$ cat src/rtl/thread_lsu.sv
// thread_lsu: per-thread load/store unit.
// Turns a decoded LDR/STR into a valid/ready transaction toward the memory
// controller and reports progress to the core scheduler through lsu_state.
// Ports:
//   clk, reset (async, active low), enable (low freezes all state)
//   core_state                         - core FSM state (REQUEST/WAIT/UPDATE)
//   dec_mem_read_en / dec_mem_write_en - decoded LDR / STR
//   rs, rt                             - address / store data from register file
//   mem_read_*                         - read channel (valid/address out, ready/data in)
//   mem_write_*                        - write channel (valid/address/data out, ready in)
//   lsu_state                          - 00 IDLE, 01 REQUESTING, 10 WAITING, 11 DONE
//   lsu_out                            - last loaded value (MEMORY writeback source)
module thread_lsu #(
  parameter int addr_bits = 8,
  parameter int data_bits = 8
) (
  input  logic                 clk,
  input  logic                 reset,
  input  logic                 enable,
  input  logic [2:0]           core_state,
  input  logic                 dec_mem_read_en,
  input  logic                 dec_mem_write_en,
  input  logic [data_bits-1:0] rs,
  input  logic [data_bits-1:0] rt,
  output logic                 mem_read_valid,
  output logic [addr_bits-1:0] mem_read_address,
  input  logic                 mem_read_ready,
  input  logic [data_bits-1:0] mem_read_data,
  output logic                 mem_write_valid,
  output logic [addr_bits-1:0] mem_write_address,
  output logic [data_bits-1:0] mem_write_data,
  input  logic                 mem_write_ready,
  output logic [1:0]           lsu_state,
  output logic [data_bits-1:0] lsu_out
);

  localparam logic [2:0] CORE_REQUEST = 3'b011;
  localparam logic [2:0] CORE_UPDATE  = 3'b110;

  typedef enum logic [1:0] {
    IDLE       = 2'b00,
    REQUESTING = 2'b01,
    WAITING    = 2'b10,
    DONE       = 2'b11
  } lsu_state_e;

  lsu_state_e           state_q, state_d;
  logic                 is_read_q, is_read_d;
  logic                 rd_valid_q, rd_valid_d;
  logic [addr_bits-1:0] rd_addr_q, rd_addr_d;
  logic                 wr_valid_q, wr_valid_d;
  logic [addr_bits-1:0] wr_addr_q, wr_addr_d;
  logic [data_bits-1:0] wr_data_q, wr_data_d;
  logic [data_bits-1:0] out_q, out_d;
  logic [addr_bits-1:0] rs_addr;
  logic                 start;
  logic                 ready_in_use;

  // Address operand sized to the address bus (zero-extend when wider).
  generate
    if (addr_bits > data_bits) begin : g_zext
      assign rs_addr = {{(addr_bits-data_bits){1'b0}}, rs};
    end else begin : g_trunc
      assign rs_addr = rs[addr_bits-1:0];
    end
  endgenerate

  assign start        = (core_state == CORE_REQUEST) && (dec_mem_read_en || dec_mem_write_en);
  // Only the channel carrying the current transaction may complete it.
  assign ready_in_use = is_read_q ? mem_read_ready : mem_write_ready;

  // State register
  always_ff @(posedge clk or negedge reset) begin
    if (!reset)      state_q <= IDLE;
    else if (enable) state_q <= state_d;
  end

  // Next-state logic
  always_comb begin
    state_d = state_q;
    unique case (state_q)
      IDLE:       if (start) state_d = REQUESTING;
      REQUESTING: state_d = WAITING;
      WAITING:    if (ready_in_use) state_d = DONE;
      DONE:       if (core_state == CORE_UPDATE) state_d = IDLE;
      default:    state_d = IDLE;
    endcase
  end

  // Output logic: next values of the registered outputs
  always_comb begin
    is_read_d  = is_read_q;
    rd_valid_d = rd_valid_q;
    rd_addr_d  = rd_addr_q;
    wr_valid_d = wr_valid_q;
    wr_addr_d  = wr_addr_q;
    wr_data_d  = wr_data_q;
    out_d      = out_q;
    unique case (state_q)
      // Read wins when both enables are decoded.
      IDLE: if (start) is_read_d = dec_mem_read_en;
      // rs/rt were latched by the register file on the REQUEST edge.
      REQUESTING: begin
        if (is_read_q) begin
          rd_valid_d = 1'b1;
          rd_addr_d  = rs_addr;
        end else begin
          wr_valid_d = 1'b1;
          wr_addr_d  = rs_addr;
          wr_data_d  = rt;
        end
      end
      WAITING: begin
        if (is_read_q && mem_read_ready) begin
          out_d      = mem_read_data;
          rd_valid_d = 1'b0;
        end else if (!is_read_q && mem_write_ready) begin
          wr_valid_d = 1'b0;
        end
      end
      default: ;
    endcase
  end

  always_ff @(posedge clk or negedge reset) begin
    if (!reset) begin
      is_read_q  <= 1'b0;
      rd_valid_q <= 1'b0;
      rd_addr_q  <= '0;
      wr_valid_q <= 1'b0;
      wr_addr_q  <= '0;
      wr_data_q  <= '0;
      out_q      <= '0;
    end else if (enable) begin
      is_read_q  <= is_read_d;
      rd_valid_q <= rd_valid_d;
      rd_addr_q  <= rd_addr_d;
      wr_valid_q <= wr_valid_d;
      wr_addr_q  <= wr_addr_d;
      wr_data_q  <= wr_data_d;
      out_q      <= out_d;
    end
  end

  assign mem_read_valid    = rd_valid_q;
  assign mem_read_address  = rd_addr_q;
  assign mem_write_valid   = wr_valid_q;
  assign mem_write_address = wr_addr_q;
  assign mem_write_data    = wr_data_q;
  assign lsu_state         = state_q;
  assign lsu_out           = out_q;

endmodule
$ cat config.mk
export PLATFORM = sky130hd
export DESIGN_NAME = thread_lsu
export DESIGN_NICKNAME = d
export VERILOG_FILES = /design/src/rtl/thread_lsu.sv
export SDC_FILE = /design/constraint.sdc
export NUM_CORES = 1
export LEC_CHECK = 0
export CAP_MARGIN = 20
export CORE_ASPECT_RATIO = 1.75
export CORE_MARGIN = 2
export CORE_UTILIZATION = 38
export DETAILED_ROUTE_END_ITERATION = 7
export GPL_ROUTABILITY_DRIVEN = 0
export GPL_TIMING_DRIVEN = 0
export MAX_ROUTING_LAYER = met4
export PLACE_DENSITY = 0.76
export SLEW_MARGIN = 20
export SYNTH_ARGS = -nofsm -noshare
export SYNTH_HDL_FRONTEND = slang
export SYNTH_SLANG_ARGS = --single-unit
$ cat constraint.sdc
create_clock -name clk -period 1.5 [get_ports clk]
set_clock_uncertainty 0.1 [all_clocks]
set_input_delay 0.225 -clock clk [delete_from_list [all_inputs] [get_ports clk]]
set_output_delay 0.225 -clock clk [all_outputs]
set_load 0.05 [all_outputs]
==> impl_metrics.json, run 1 <==
{
  "fin_crit_ns": 1.61,
  "first_global_vias": 1302,
  "power_mw": 6.11,
  "postRouteAntennaNets": 0,
  "synth_top_family_by_area": "multiplexers",
  "synth_nets": 146,
  "hold_viol_final": 0,
  "placedCellCount": 225,
  "ff2ff_path_depth": 5,
  "place_hpwl_um": 2920,
  "synth_fa_ha_area_frac": 0.0385,
  "synth_top_area_frac": 0.570,
  "numCtsBuffers": 5,
  "r2r_slack_ns": -0.11,
  "drive_gt1_frac": 0.524,
  "finalNonFillerCells": 240,
  "syn-cell-area_um2": 1620,
  "cts_root_buf": "clkbuf_8",
  "ys_seq_elements": 37,
  "syn_avg_cell_area_um2": 15.2,
  "rows": 31,
  "synthTopCellsByArea": "dfrtp_1 57%, mux2_2 17%, mux2_4 8.3%",
  "cp_data_arrival_time_ns": 1.68,
  "routed_wl_um": 3820,
  "fp.dieArea_um2": 4830,
  "cp-end-kind": "flip-flop",
  "max_slew_margin": 0.668,
  "cp-startpoint": "lsu_state[1]",
  "rsz0062_at_grt": "true",
  "required_ns": 1.57,
  "die_h_um": 90.5,
  "yosys.area_share.simple": 0.0624,
  "boundaryPins": 70,
  "synth-compound-area-share": 0.0447,
  "p_leak_nw": 1.19,
  "die_w_um": 53.4,
  "clock_latency_ns": 0.28,
  "pre_cts_ws_ns": -0.189,
  "antenna_found_initial": 0,
  "dr.pass1.iters": 4,
  "syn_inst": 107,
  "status": "finished with violations",
  "cts_tree": "built",
  "slew_viol_final": 0,
  "io_buffers": 68,
  "ir_worst_vdd_mv": 1.37,
  "r2r_end": "lsu_state[1]",
  "setup_viol": 27,
  "initial_core_util": 0.395,
  "design_area_um2": 2530,
  "crit_path_start_kind": "flip-flop",
  "critPathCapture": "lsu_state[1]",
  "powerDensity_nw_per_um2": 2410,
  "vias_per_cell": 4.93,
  "area_growth_pct": 56.1,
  "drt-initial-drc-count": 24,
  "via_count": 1184,
  "cts-htree-levels": 2,
  "cp_max_fo": 6,
  "min_path_type": "in2async",
  "grt_usage": 0.174,
  "finalNetCount": 229,
  "clockBufferDepth": 2,
  "antenna_cells": 0,
  "synth-seq-area-share": 0.570,
  "fin_ws_ns": -0.108,
  "cts.clk_slew.worst_paths_ns": 0.07,
  "core_area_um2": 4110,
  "worstSetupPathType": "reg2reg",
  "max_freq_mhz": 622,
  "placed_area_um2": 2440,
  "drc": 0,
  "synth_cell_type_count": 25,
  "synth_top_area_cell": "dfrtp_1",
  "ys_warn_count": 0,
  "numClockSinks": 37,
  "grt-ovfl-total": 0,
  "synth_xor_xnor_area_share": 0,
  "violations": "negative setup slack",
  "grt_max_degree": 29,
  "fin_crit_sh": 1.07,
  "synth_mux_area_frac": 0.257,
  "worstMarginPinSlew_ns": 0.500,
  "wire_per_inst_um": 15.9,
  "r2r_start": "lsu_state[1]",
  "grt_first_pass_wirelength_um": 6010,
  "maxCapViolCount": 0
}
==> logic make-up after synthesis <==
kind of cell / after synthesis
AOI/OAI and AO/OA: 10
adders and majority gates: 5
buffers and inverters: 7
DFF: 37
muxes: 34
and+or+nand+nor: 14
==> repair_timing <==
action | 4_1_cts | 5_1_grt
cloned | 1 | 0
setup endpoints to repair | 56 | 62
setup buffers | 4 | 1
hold endpoints to repair | 37 | 0
gates resized for setup | 80 | 34
pin swaps | 3 | 3
hold buffers | 1 | 0
==> worst min path at each step <==
stage / slack (ns) / startpoint / depth (start not counted) / end
3_5_place_dp: 0.02 / reset / 1 / mem_write_valid
4_1_cts: 0.24 / reset / 2 / mem_write_valid
2_1_floorplan: -0.17 / reset / 0 / is_read_q
6_report: 0.24 / reset / 2 / mem_write_valid
3_3_place_gp: 0.39 / mem_read_address[1] / 1 / mem_read_address[1]
5_1_grt: 0.24 / reset / 2 / mem_write_valid
==> through the flow <==
step	hold slack, ns	utilization	setup TNS, ns
2_1_floorplan	-0.171	-	-2.09
3_3_place_gp	0.388	0.589	-27.43
3_5_place_dp	0.0153	0.593	-3.32
4_1_cts	0.239	0.639	-1.95
5_1_grt	0.240	0.617	-2.89
6_report	0.240	0.617	-1.79
==> worst max-delay path, cell delays in order (launching register included) <==
cell	delay, ns
dfrtp_4	0.54
inv_4	0.10
ha_4	0.14
inv_2	0.03
o211ai_1	0.22
mux2_2	0.37
==> layer usage <==
layer	GRT usage	vias to the layer above	share of wire
li1	-	546	-
met1	0.178	573	0.35
met2	0.309	60	0.56
met3	0.0579	5	0.082
met4	0.0385	0	0.011
met5	-	-	0
==> power by group <==
group / switching [mW] / internal, mW
Combinational: 2.36 / 1.32
Sequential: 0.295 / 1.48
Clock: 0.342 / 0.320
Total: 3.00 / 3.11
==> final cells by class <==
cell class	instances	area (um2)
plain buffers	3	38.8
clock buffers	5	68.8
clock inverters	3	17.5
fillers	342	1580
inverters	4	22.5
multi-input cells	63	727
flip-flops and latches	37	931
well taps	49	61.3
repair buffers	76	668
==> synthesized netlist by cell type <==
cell      instances
a21oi_1           1
a21oi_2           1
a221o_1           1
a22oi_1           1
a31o_2            1
a31oi_1           1
buf_4             1
buf_6             2
dfrtp_1          37
ha_1              5
inv_1             4
mux2_2           25
mux2_4            9
nand2_1           3
nand2b_4          1
nand3_1           2
nand3_2           1
nand3b_1          1
nand3b_4          1
nand4_2           1
nor2_1            3
nor3_1            1
o211ai_1          1
o21ai_0           2
o21ai_2           1
==> registers in the layout (all words and copies together), names as in the netlist <==
register	count
mem_write_valid	1
mem_read_address	8
lsu_state	2
lsu_out	8
is_read_q	1
mem_write_data	8
mem_write_address	8
mem_read_valid	1
==> cell usage in the layout (no fill, tap or decap), drive strengths merged, types with 3 or more instances in the layout <==
master         netlist  routed
o21ai                3       3
nor2                 3       3
nand2                3       3
nand3                3       3
inv                  4       3
clkdlybuf4s50        0      31
clkinv               0       3
dfrtp               37      37
clkbuf               0      29
clkdlybuf4s15        0      12
mux2                34      34
ha                   5       5
buf                  3      11
No activity file was read; power rests on OpenSTA's default activity.
==> run 2, diff against run 1 <==
Settings changed: CORE_UTILIZATION 38 to 24, PLACE_DENSITY 0.76 to not set.
==> impl_metrics.json, run 2 (synthesis gave the netlist of run 1 again) <==
{
  "dr_wl_met2_um": 2110,
  "clockBufferDepth": 2,
  "setup_viol": 19,
  "status": "finished with violations",
  "numCtsBuffers": 5,
  "antenna_cells": 0,
  "powerDensity_nw_per_um2": 2450,
  "ir_worst_vdd_mv": 1.13,
  "r2r_slack_ns": -0.16,
  "cp_max_fo": 6,
  "final_common_cell": "dfrtp_1",
  "max_slew_margin": 0.661,
  "min_path_type": "in2async",
  "max_freq_mhz": 603,
  "boundaryPins": 70,
  "hold_slack_ns": 0.236,
  "finalNonFillerCells": 273,
  "initial_core_util": 0.248,
  "dr.pass1.iters": 4,
  "max_stage_delay_ns": 0.55,
  "wl_met1_um": 1400,
  "io_buffers": 68,
  "routed_wl_um": 3790,
  "fin_crit_sh": 1.11,
  "vias_per_cell": 4.40,
  "cp-end-kind": "flip-flop",
  "fin_ws_ns": -0.159,
  "required_ns": 1.56,
  "drive_gt1_frac": 0.414,
  "wire_per_inst_um": 13.9,
  "cts-htree-levels": 2,
  "grt-ovfl-total": 0,
  "antenna_found_initial": 0,
  "finalNetCount": 229,
  "rows": 39,
  "fp.dieArea_um2": 7470,
  "final_cell_mix": "35 x dfrtp_1, 31 x clkdlybuf4s50_1, 24 x mux2_2",
  "maxCapViolCount": 0,
  "violations": "negative setup slack",
  "crit_slowest_cell": "dfrtp_4",
  "worstSetupPathType": "reg2reg",
  "fin_crit_ns": 1.66,
  "die_w_um": 66.2,
  "die_h_um": 113,
  "cts_root_buf": "clkbuf_16",
  "p_leak_nw": 1.24,
  "crit_path_start_kind": "flip-flop",
  "power_mw": 6.74,
  "first_global_vias": 1278,
  "core_area_um2": 6540,
  "cts_tree": "built",
  "cp_data_arrival_time_ns": 1.72,
  "path_buf_inv": 2,
  "drt-initial-drc-count": 32,
  "numClockSinks": 37,
  "clock_latency_ns": 0.27,
  "path_cells": "inv_4 -> ha_4 -> inv_2 -> o211ai_1 -> mux2_2",
  "area_growth_pct": 69.3,
  "postRouteAntennaNets": 0,
  "slew_viol_final": 0,
  "rsz0062_at_grt": "true",
  "placedCellCount": 258,
  "grt_first_pass_wirelength_um": 6350,
  "via_count": 1200,
  "drc": 0,
  "cts.clk_slew.worst_paths_ns": 0.05,
  "crit_family": "flip-flops",
  "grt_usage": 0.114,
  "grt_max_degree": 31,
  "wl_met3_um": 194,
  "hold_viol_final": 0,
  "place_hpwl_um": 2770,
  "worstMarginPinSlew_ns": 0.510,
  "highest_layer": "met4"
}
run 2: cell count changes in the layout (fill, tap and decap cells not counted), sizes merged:
cell and delta:
clkinvlp -1, bufinv +1, clkdlybuf4s15 +12, clkinv -2, clkbuf -17, dlygate4sd2 +7
run 2: final cells by class:
class,instances,area [um2]
Fill cell,645,3790
Sequential cell,37,931
Multi-Input combinational cell,63,753
Timing Repair Buffer,76,728
Clock buffer,7,143
Tap cell,82,103
Buffer,3,38.8
Clock inverter,1,30.0
Inverter,4,22.5
run 2: metrics by stage:
step	setup TNS, ns	setup slack (ns)	instance area [um2]	utilization
global placement	-34.42	-1.09	2460	0.377
floorplan	-2.09	-0.159	1680	-
detailed placement	-3.16	-0.178	2480	0.379
global route	-2.92	-0.213	2750	0.420
CTS	-1.38	-0.150	2700	0.413
finish	-1.44	-0.159	2750	0.420
run 2: final timing paths:
kind                                     startpoint             endpoint  cells past startpoint
worst min-delay path                          reset           lsu_out[3]                      2
worst min register to register  mem_read_address[4]  mem_read_address[4]                      1
worst max register to register         lsu_state[1]         lsu_state[1]                      5
max in group asynchronous                     reset         lsu_state[1]                      3
worst max-delay path                   lsu_state[1]         lsu_state[1]                      5
min in group clk                             enable       mem_read_valid                      3
run 2: power by group:
part | internal, mW | switching [mW] | total (mW)
clock network | 0.829 | 0.365 | 1.19
registers | 1.48 | 0.300 | 1.78
logic | 1.41 | 2.35 | 3.77
run 2: timing repair:
action / in CTS / in global routing
cloned: 0 / 0
resized for setup: 53 / 35
endpoints found under the hold margin: 37 / 0
hold buffers: 1 / 0
endpoints found under the setup margin: 63 / 59
pin swaps: 3 / 5
buffers inserted: 5 / 1
run 2: routing by layer:
layer	vias up	global-route usage
met3	12	0.0229
met5	-	-
met2	49	0.186
met1	589	0.135
li1	550	-
met4	0	0.0476
==> run 3, diff against run 2 <==
Settings changed: ABC_AREA set to 0.
==> results of run 3 <==
No change in the layout: final DEF, timing and power equal those of run 2.
